==> src/rtl/pipe_pkg.sv <==
// Shared types and constants for the fetch/decode pipeline stages.
package pipe_pkg;

  localparam logic [31:0] NOP_INSTR = 32'h0000_0013;

  localparam int DEF_XLEN  = 32;
  localparam int DEF_ILEN  = 32;
  localparam int DEF_LANES = 1;

  // Stages with non-default widths declare a local struct with this layout
  typedef struct packed {
    logic [DEF_XLEN-1:0]                 pc;
    logic [DEF_LANES-1:0][DEF_ILEN-1:0]  instr;
    logic [DEF_LANES-1:0]                lane_valid;
    logic                                fault;
  } fetch_pkt_t;

  typedef enum logic [1:0] {
    EMPTY = 2'd0,
    ONE   = 2'd1,
    TWO   = 2'd2
  } occ_e;

  function automatic logic pc_misaligned(input logic [1:0] pc_lo);
    return pc_lo != 2'b00;
  endfunction

endpackage

==> src/rtl/sat_counter.sv <==
// Saturating up-counter with asynchronous active-low reset.
module sat_counter #(
  parameter int W = 16
) (
  input  logic         clk,
  input  logic         rst_n,
  input  logic         inc,
  output logic [W-1:0] count
);

  logic [W-1:0] count_q, count_d;

  always_comb begin
    count_d = count_q;
    if (inc && (count_q != {W{1'b1}})) count_d = count_q + W'(1);
  end

  always_ff @(posedge clk or negedge rst_n) begin
    if (!rst_n) count_q <= '0;
    else        count_q <= count_d;
  end

  assign count = count_q;

endmodule

==> src/rtl/if_id_skid_stage.sv <==
// IF/ID stage: 2-entry skid buffer with registered in_ready, flush,
// NOP fill on empty lanes, PC-alignment fault tagging and a stall counter.
module if_id_skid_stage
  import pipe_pkg::*;
#(
  parameter int              XLEN      = 32,
  parameter int              ILEN      = 32,
  parameter int              LANES     = 1,
  parameter logic [ILEN-1:0] NOP_INSTR = ILEN'(pipe_pkg::NOP_INSTR),
  parameter int              CNT_W     = 16
) (
  input  logic                  clk,
  input  logic                  rst_n,
  input  logic                  flush,
  input  logic                  in_valid,
  output logic                  in_ready,
  input  logic [XLEN-1:0]       in_pc,
  input  logic [LANES*ILEN-1:0] in_instr,
  input  logic [LANES-1:0]      in_lane_valid,
  input  logic                  in_fault,
  output logic                  out_valid,
  input  logic                  out_ready,
  output logic [XLEN-1:0]       out_pc,
  output logic [LANES*ILEN-1:0] out_instr,
  output logic [LANES-1:0]      out_lane_valid,
  output logic                  out_fault,
  output logic [1:0]            occupancy,
  output logic [CNT_W-1:0]      stall_cnt
);

  typedef struct packed {
    logic [XLEN-1:0]             pc;
    logic [LANES-1:0][ILEN-1:0]  instr;
    logic [LANES-1:0]            lane_valid;
    logic                        fault;
  } pkt_t;

  occ_e state_q, state_d;
  pkt_t main_q, main_d;
  pkt_t skid_q, skid_d;
  pkt_t in_pkt;
  logic in_ready_q, in_ready_d;
  logic accept, dequeue;

  assign in_ready  = in_ready_q;
  assign out_valid = (state_q != EMPTY);
  assign accept    = in_valid & in_ready_q;
  assign dequeue   = out_valid & out_ready;
  assign occupancy = 2'(state_q);

  always_comb begin
    in_pkt.pc         = in_pc;
    in_pkt.instr      = in_instr;
    in_pkt.lane_valid = in_lane_valid;
    in_pkt.fault      = in_fault | pc_misaligned(in_pc[1:0]);
  end

  // Flush wins over everything; a dequeue in the flush cycle still happens
  always_comb begin
    state_d = state_q;
    main_d  = main_q;
    skid_d  = skid_q;
    if (flush) begin
      state_d = EMPTY;
    end else begin
      case (state_q)
        EMPTY: if (accept) begin
          state_d = ONE;
          main_d  = in_pkt;
        end
        ONE: begin
          if (accept && dequeue) begin
            main_d = in_pkt;
          end else if (accept) begin
            state_d = TWO;
            skid_d  = in_pkt;
          end else if (dequeue) begin
            state_d = EMPTY;
          end
        end
        TWO: if (dequeue) begin
          state_d = ONE;
          main_d  = skid_q;
        end
        default: state_d = EMPTY;
      endcase
    end
    in_ready_d = (state_d != TWO);
  end

  always_ff @(posedge clk or negedge rst_n) begin
    if (!rst_n) begin
      state_q    <= EMPTY;
      main_q     <= '0;
      skid_q     <= '0;
      in_ready_q <= 1'b1;
    end else begin
      state_q    <= state_d;
      main_q     <= main_d;
      skid_q     <= skid_d;
      in_ready_q <= in_ready_d;
    end
  end

  // out_pc keeps the last presented PC even after the entry drains
  always_comb begin
    out_pc         = main_q.pc;
    out_lane_valid = out_valid ? main_q.lane_valid : '0;
    out_fault      = out_valid & main_q.fault;
    out_instr      = '0;
    for (int k = 0; k < LANES; k++) begin
      out_instr[k*ILEN +: ILEN] = (out_valid && main_q.lane_valid[k]) ? main_q.instr[k] : NOP_INSTR;
    end
  end

  sat_counter #(.W(CNT_W)) u_stall_cnt (
    .clk   (clk),
    .rst_n (rst_n),
    .inc   (out_valid & ~out_ready),
    .count (stall_cnt)
  );

`ifndef SYNTHESIS
  property p_in_stable;
    @(posedge clk) disable iff (!rst_n)
      (in_valid && !in_ready && !flush) |=>
        ($stable(in_pc) && $stable(in_instr) && $stable(in_lane_valid) && $stable(in_fault));
  endproperty
  a_in_stable: assert property (p_in_stable);
  a_occ_legal: assert property (@(posedge clk) disable iff (!rst_n) occupancy != 2'd3);
`endif

endmodule

==> config.mk <==
export PLATFORM = sky130hd
export DESIGN_NAME = if_id_skid_stage
export DESIGN_NICKNAME = d
export VERILOG_FILES = /design/src/rtl/pipe_pkg.sv /design/src/rtl/sat_counter.sv /design/src/rtl/if_id_skid_stage.sv
export SDC_FILE = /design/constraint.sdc
export NUM_CORES = 1
export LEC_CHECK = 0
export BUFFER_PORTS_ARGS = -buffer_cell sky130_fd_sc_hd__buf_2
export CAP_MARGIN = 25
export CORE_ASPECT_RATIO = 0.75
export CORE_UTILIZATION = 30
export DETAILED_ROUTE_END_ITERATION = 8
export PLACE_DENSITY = 0.46
export SLEW_MARGIN = 20
export SYNTH_ARGS = -nofsm -noshare
export SYNTH_HDL_FRONTEND = slang
export SYNTH_SLANG_ARGS = --single-unit
==> constraint.sdc <==
create_clock -name clk -period 4.8 [get_ports clk]
set_input_delay 0.48 -clock clk [delete_from_list [all_inputs] [get_ports clk]]
set_output_delay 0.48 -clock clk [all_outputs]
set_load 0.03 [all_outputs]
# --- After elaboration in Yosys (flattened, before gate mapping) ---
# Cells that the tools add are included.
op_classes:
  reduce_logical: 9
  bitwise_logic: 8
  multipliers: 0
  addsub: 1
  n_eq_ne: 7
  n_div: 0
  mux: 13
  n_shift: 0
  n_lt_le_gt_ge: 0
ops:
  columns: ["op", "count"]
  rows:
  - ["$mux W66", 3]
  - ["$pmux W66 S3", 1]
  - ["$mux W32", 1]
  - ["$add A16 B1 Y16 const B", 1]
  - ["$ne A16 B16 Y1 const B", 1]
  - ["$mux W2", 6]
  - ["$ne A2 B2 Y1 const B", 4]
  - ["$pmux W2 S3", 1]
  - ["$reduce_and A5 Y1", 1]
  - ["$and A1 B1 Y1", 4]
  - ["$reduce_and A4 Y1", 1]
  - ["$reduce_bool A2 Y1", 2]
  - ["$logic_and A1 B1 Y1", 3]
  - ["$not A1 Y1", 3]
  - ["$reduce_bool A3 Y1", 1]
  - ["$eq A2 B1 Y1 const B", 1]
  - ["$eq A2 B2 Y1 const B", 1]
  - ["$logic_not A2 Y1", 1]
  - ["$mux W1", 1]
  - ["$or A1 B1 Y1", 1]
totals:
  input_bits: 71
  mem_bits_ro: 0
  register_bits: 151
  elab_cells: 49
  out_inout_bits: 86
  ramBits: 0
  memories: 0
  latch_bits: 0

# --- Longest topological paths before layout ---
logic_depth:
  depth_word: 8
  ltp_mapped: 7
  ltp_nobuf: 5

# --- By module ---
# A second synthesis with hierarchy kept.
unflattened:
  cells_unflattened: 595
  hier_area_um2: 7021.7
by_module_without_submodules:
  columns: ["mod", "cells_per_inst", "n_inst", "seq_area_each_um2", "area_per_inst_um2"]
  rows:
  - ["if_id_skid_stage", 518, 1, 3379.5, 6137.1]
  - ["sat_counter", 77, 1, 400.4, 884.6]

# --- Worst setup path before layout ---
# Ideal clock, no wire load.
synth_path:
  kind: "reg-to-output"
  start: "register state_q[0] (netlist: occupancy[0])"
  end: "output port out_instr[23]"
  arrival_time_ns: 1.614
  setup_slack_ns: 2.706
  path_stages_with_launch: 4
  n_path_buf: 1
  required_ns: 4.320
  path_cell_list: "dfrtp_1 or2_1 clkbuf_1 and3_1"
synth_via:
  elab_chain_len: 3
synth_lines:
  columns: ["item", "line_no", "text"]
  rows:
  - ["start: declaration", "if_id_skid_stage.sv:38", "occ_e state_q, state_d;"]
  - ["start signal: assignment", "if_id_skid_stage.sv:98", "state_q <= state_d;"]
  - ["$reduce_bool A2 Y1", "if_id_skid_stage.sv:46", "assign out_valid = (state_q != EMPTY);"]
  - ["net out_valid", "if_id_skid_stage.sv:21", "output logic out_valid,"]
  - ["$logic_and A1 B1 Y1", "if_id_skid_stage.sv:112", "out_instr[k*ILEN +: ILEN] = (out_valid && main_q.lane_valid[k]) ? main_q.instr[k] : NOP_INSTR;"]
  - ["$mux W32", "if_id_skid_stage.sv:112", null]
  - ["end: declaration", "if_id_skid_stage.sv:24", "output logic [LANES*ILEN-1:0] out_instr,"]
# The timed path passes the listed nets, and every way through them passes these cells.

# --- Worst setup path in the final report ---
layout_path:
  start: "register state_q[0] (netlist: occupancy[0])"
  end: "register main_q[19] (netlist bit)"
layout_via:
  elab_chain_len: 5
  elab_cells_between_ends: 12
  cone_classes: "eq/ne (5); mux (1); bitwise (1); reduce/logical (5)"
layout_lines:
  columns: ["item", "line_no", "text"]
  rows:
  - ["$reduce_bool A2 Y1", "if_id_skid_stage.sv:46", null]
  - ["$and A1 B1 Y1", "if_id_skid_stage.sv:48", "assign dequeue = out_valid & out_ready;"]
  - ["$logic_and A1 B1 Y1", "if_id_skid_stage.sv:72", "if (accept && dequeue) begin"]
  - ["$ne A2 B2 Y1 (no source line)", null, null]
  - ["$reduce_and A5 Y1 (no source line)", null, null]
  - ["end signal: assignment", "if_id_skid_stage.sv:99", "main_q <= main_d;"]
  - ["end: declaration", "if_id_skid_stage.sv:39", "pkt_t main_q, main_d;"]
# Parallel ways exist; a longest one is shown, timed or not.
# A chain may end at the register's enable or synchronous reset.

==> impl_metrics.py <==
metrics = {
    "detailed_routing": {
        "drt_iter0_drc": 224,
        "viasPerCell": 4.62,
        "num_vias": 5011,
        "drt_first_pass_iters": 4,
        "drc": 0,
        "postRouteAntennaNets": 0,
        "routedWlPerCell_um": 16.1,
        "drt_wl_total_mm": 17.4,
    },
    "global_routing": {
        "antenna_found_initial": 3,
        "grt_pass1_vias": 5278,
        "gr-usage-all-layers_pct": 14.8,
        "grt-ovfl-total": 0,
        "grt_pass1_wl_mm": 28.2,
        "grt_max_degree": 57,
    },
    "synthesis": {
        "syn-cell-area_sq_um": 7280,
        "yosys.area.top_type": "dfrtp_1",
        "netlist_instances": 654,
        "yosys_warnings": 0,
        "synth.top_cell.area_share_pct": 51.5,
        "ys_seq_elements": 151,
        "ys_top_cells_by_area": "dfrtp_1 52%, mux2_2 14%, nand2_1 11%, mux2_4 8.2%, buf_4 3.6%",
        "synth_nets": 726,
        "synth-main-ff-cell": "dfrtp_1",
        "synth-edff-count": 0,
        "syn_avg_cell_area_sq_um": 11.1,
        "synthDistinctLibCells": 34,
        "synth-seq-area-share_pct": 51.9,
        "async_flop_share_pct": 100,
    },
    "clock_network": {
        "clock-sinks": 151,
        "clk-insertion-delay-late_ns": 0.42,
        "hold_buffers": 0,
        "cts_max_path_buffers": 2,
        "clkSlewWorstSetupHoldPaths_ns": 0.06,
        "cts_buffers": 17,
        "cts_setup_buffers": 0,
        "cts-root-buf": "clkbuf_16",
        "cts_max_level": 4,
        "cts_tree": "done",
        "cts.repair.resized": 0,
    },
    "sta": {
        "fin_tns_setup_ns": 0,
        "fin_skew_ns": 0.0103,
        "hold_viol": 0,
        "period_share_pct": 55.8,
        "setup_viol": 0,
        "tightest_slew_ns": 0.961,
        "grt_setup_unrepaired": "no",
        "slew_headroom_pct": 35.9,
        "min_period_ns": 2.68,
        "worst_slack_ns": 2.12,
        "slew_viol_final": 0,
        "fmaxAchievable_mhz": 373,
    },
    "floorplan": {
        "rows": 48,
        "die_area_sq_um": 24900,
        "io_pins": 157,
        "die_y_um": 137,
        "core_area_sq_um": 23400,
        "start_util_pct": 31.1,
        "fp.dieW_um": 182,
    },
    "setup_path": {
        "crit_family": "simple AND/OR/NAND/NOR gates",
        "path_buf_inv": 1,
        "crit_chain": "nor2b_4 > a22oi_2 > nor2_4 > buf_4 > mux2_2",
        "crit_fanout": 37,
        "crit_path_end_kind": "flip-flop",
        "slowest_delay_ns": 0.77,
        "cp.arrival_ns": 2.98,
        "required_ns": 5.10,
        "worst_setup_path_start_kind": "flip-flop",
        "cpMaxStageDelayCell": "nor2b_4",
        "path_class": "flip-flop to flip-flop",
    },
    "power": {
        "p_comb_share_pct": 21.5,
        "clkPwrFrac_pct": 35.0,
        "power_frac_seq_pct": 43.5,
        "p_sw_uw": 1170,
        "p_int_uw": 2900,
        "power.leakage_uw": 0.00455,
        "p_per_area_nw_per_um2": 466,
        "p_sw_share_pct": 28.8,
        "peakVddDrop_v": 0.000235,
    },
    "place": {
        "place_area_sq_um": 8100,
        "hpwl_mm": 11.4,
        "dp_slack_ns": 2.06,
        "gp_congestion": 0.765,
        "portBuffers": 156,
    },
    "layout": {
        "final_common_cell": "nand2_1",
        "num-nets-final": 840,
        "fin_util_pct": 37.3,
        "drive_gt1_share_pct": 42.6,
        "syn_to_final_growth_pct": 19.9,
        "n_fill_cell": 2310,
        "final_cell_mix": "205 x nand2_1, 155 x buf_2, 150 x dfrtp_1, 92 x mux2_2, 40 x mux2_4",
        "design_area_sq_um": 8730,
    },
    "worst_hold_path": {
        "hp-class": "input pin to asynchronous set/reset pin",
    },
    "run": {
        "drv_cap": 0,
    },
    "run_status": {
        "status": "finished, final reports clean",
    },
}
## synthesized netlist by cell type, types with 2 or more instances
cell,n
nand2_1,205
dfrtp_1,150
mux2_2,92
mux2_4,40
buf_4,35
and3_1,33
xor2_1,15
clkbuf_1,12
buf_2,11
nor3_1,8
nand2b_1,7
buf_6,6
buf_1,5
nand4_1,4
nor2_1,4
nor4_1,4
and2_1,3
nand3_1,2
nor3b_1,2
o21ai_0,2
## state kept, by name (all words and copies together) (netlist names)
register           count
occupancy              2
in_ready               1
main_q                34
out_pc                32
u_stall_cnt.count     16
skid_q                66
## final timing paths
check / from / to / slack, ns / depth (start not counted)
max in group asynchronous: rst_n / skid_q[22]$_DFFE_PN0P_ / 3.65 / 2
min in group clk: flush / occupancy[0]$_DFF_PN0_ / 0.30 / 2
min: rst_n / main_q[23]$_DFFE_PN0P_ / 0.02 / 1
max: occupancy[0]$_DFF_PN0_ / main_q[19]$_DFFE_PN0P_ / 2.12 / 5
max reg2reg: occupancy[0]$_DFF_PN0_ / main_q[19]$_DFFE_PN0P_ / 2.12 / 5
min reg2reg: u_stall_cnt.count[7]$_DFFE_PN0P_ / u_stall_cnt.count[7]$_DFFE_PN0P_ / 0.48 / 1
## through the flow
| step | hold slack, ns | instances | power, uW |
|---|---|---|---|
| 2_1_floorplan | 0.184 | 654 | 2470 |
| 4_1_cts | 0.0330 | 1081 | 4140 |
| 3_5_place_dp | 0.482 | 1049 | 2680 |
| 5_1_grt | 0.0476 | 1082 | 4290 |
| 6_report | 0.0202 | 1084 | 4070 |
| 3_3_place_gp | 0.466 | 1048 | 2640 |
## final cells by class
| cell class | instances | area [sq um] | area share (%) |
|---|---|---|---|
| Timing Repair Buffer | 164 | 860 | 9.84 |
| Clock buffer | 25 | 515 | 5.90 |
| Clock inverter | 7 | 114 | 1.30 |
| Antenna cell | 3 | 7.51 | 0.0860 |
| Tap cell | 300 | 375 | 4.30 |
| Multi-Input combinational cell | 433 | 3080 | 35.2 |
| Sequential cell | 151 | 3780 | 43.3 |
| Inverter | 1 | 3.75 | 0.0430 |
## power by group through the flow
stage | sequential, uW | clock (uW) | combinational [uW]
finish | 1770 | 1430 | 875
global route | 1810 | 1530 | 942
CTS | 1770 | 1480 | 890
detailed placement | 1790 | 0 | 889
global placement | 1780 | 0 | 862
floorplan | 1770 | 0 | 705
## metal layers
| layer | routed length, um | share of wire [%] | up-vias | global-route usage, % |
|---|---|---|---|---|
| met2 | 8300 | 48 | 116 | 24.8 |
| li1 | - | - | 2368 | - |
| met5 | 0 | 0 | - | 0 |
| met3 | 959 | 5.5 | 15 | 4.71 |
| met1 | 7950 | 46 | 2512 | 18.1 |
| met4 | 202 | 1.2 | 0 | 4.58 |
## kinds of logic after synthesis
family	Yosys count	synth area share, %
mux	132	22.5
compound gates	6	0.601
buf+inv	70	6.22
simple gates	278	16.7
fa+ha+maj	1	0.172
xor+xnor	16	1.92
flops	151	51.9
Note: power is estimated with default switching activity, not from simulation.
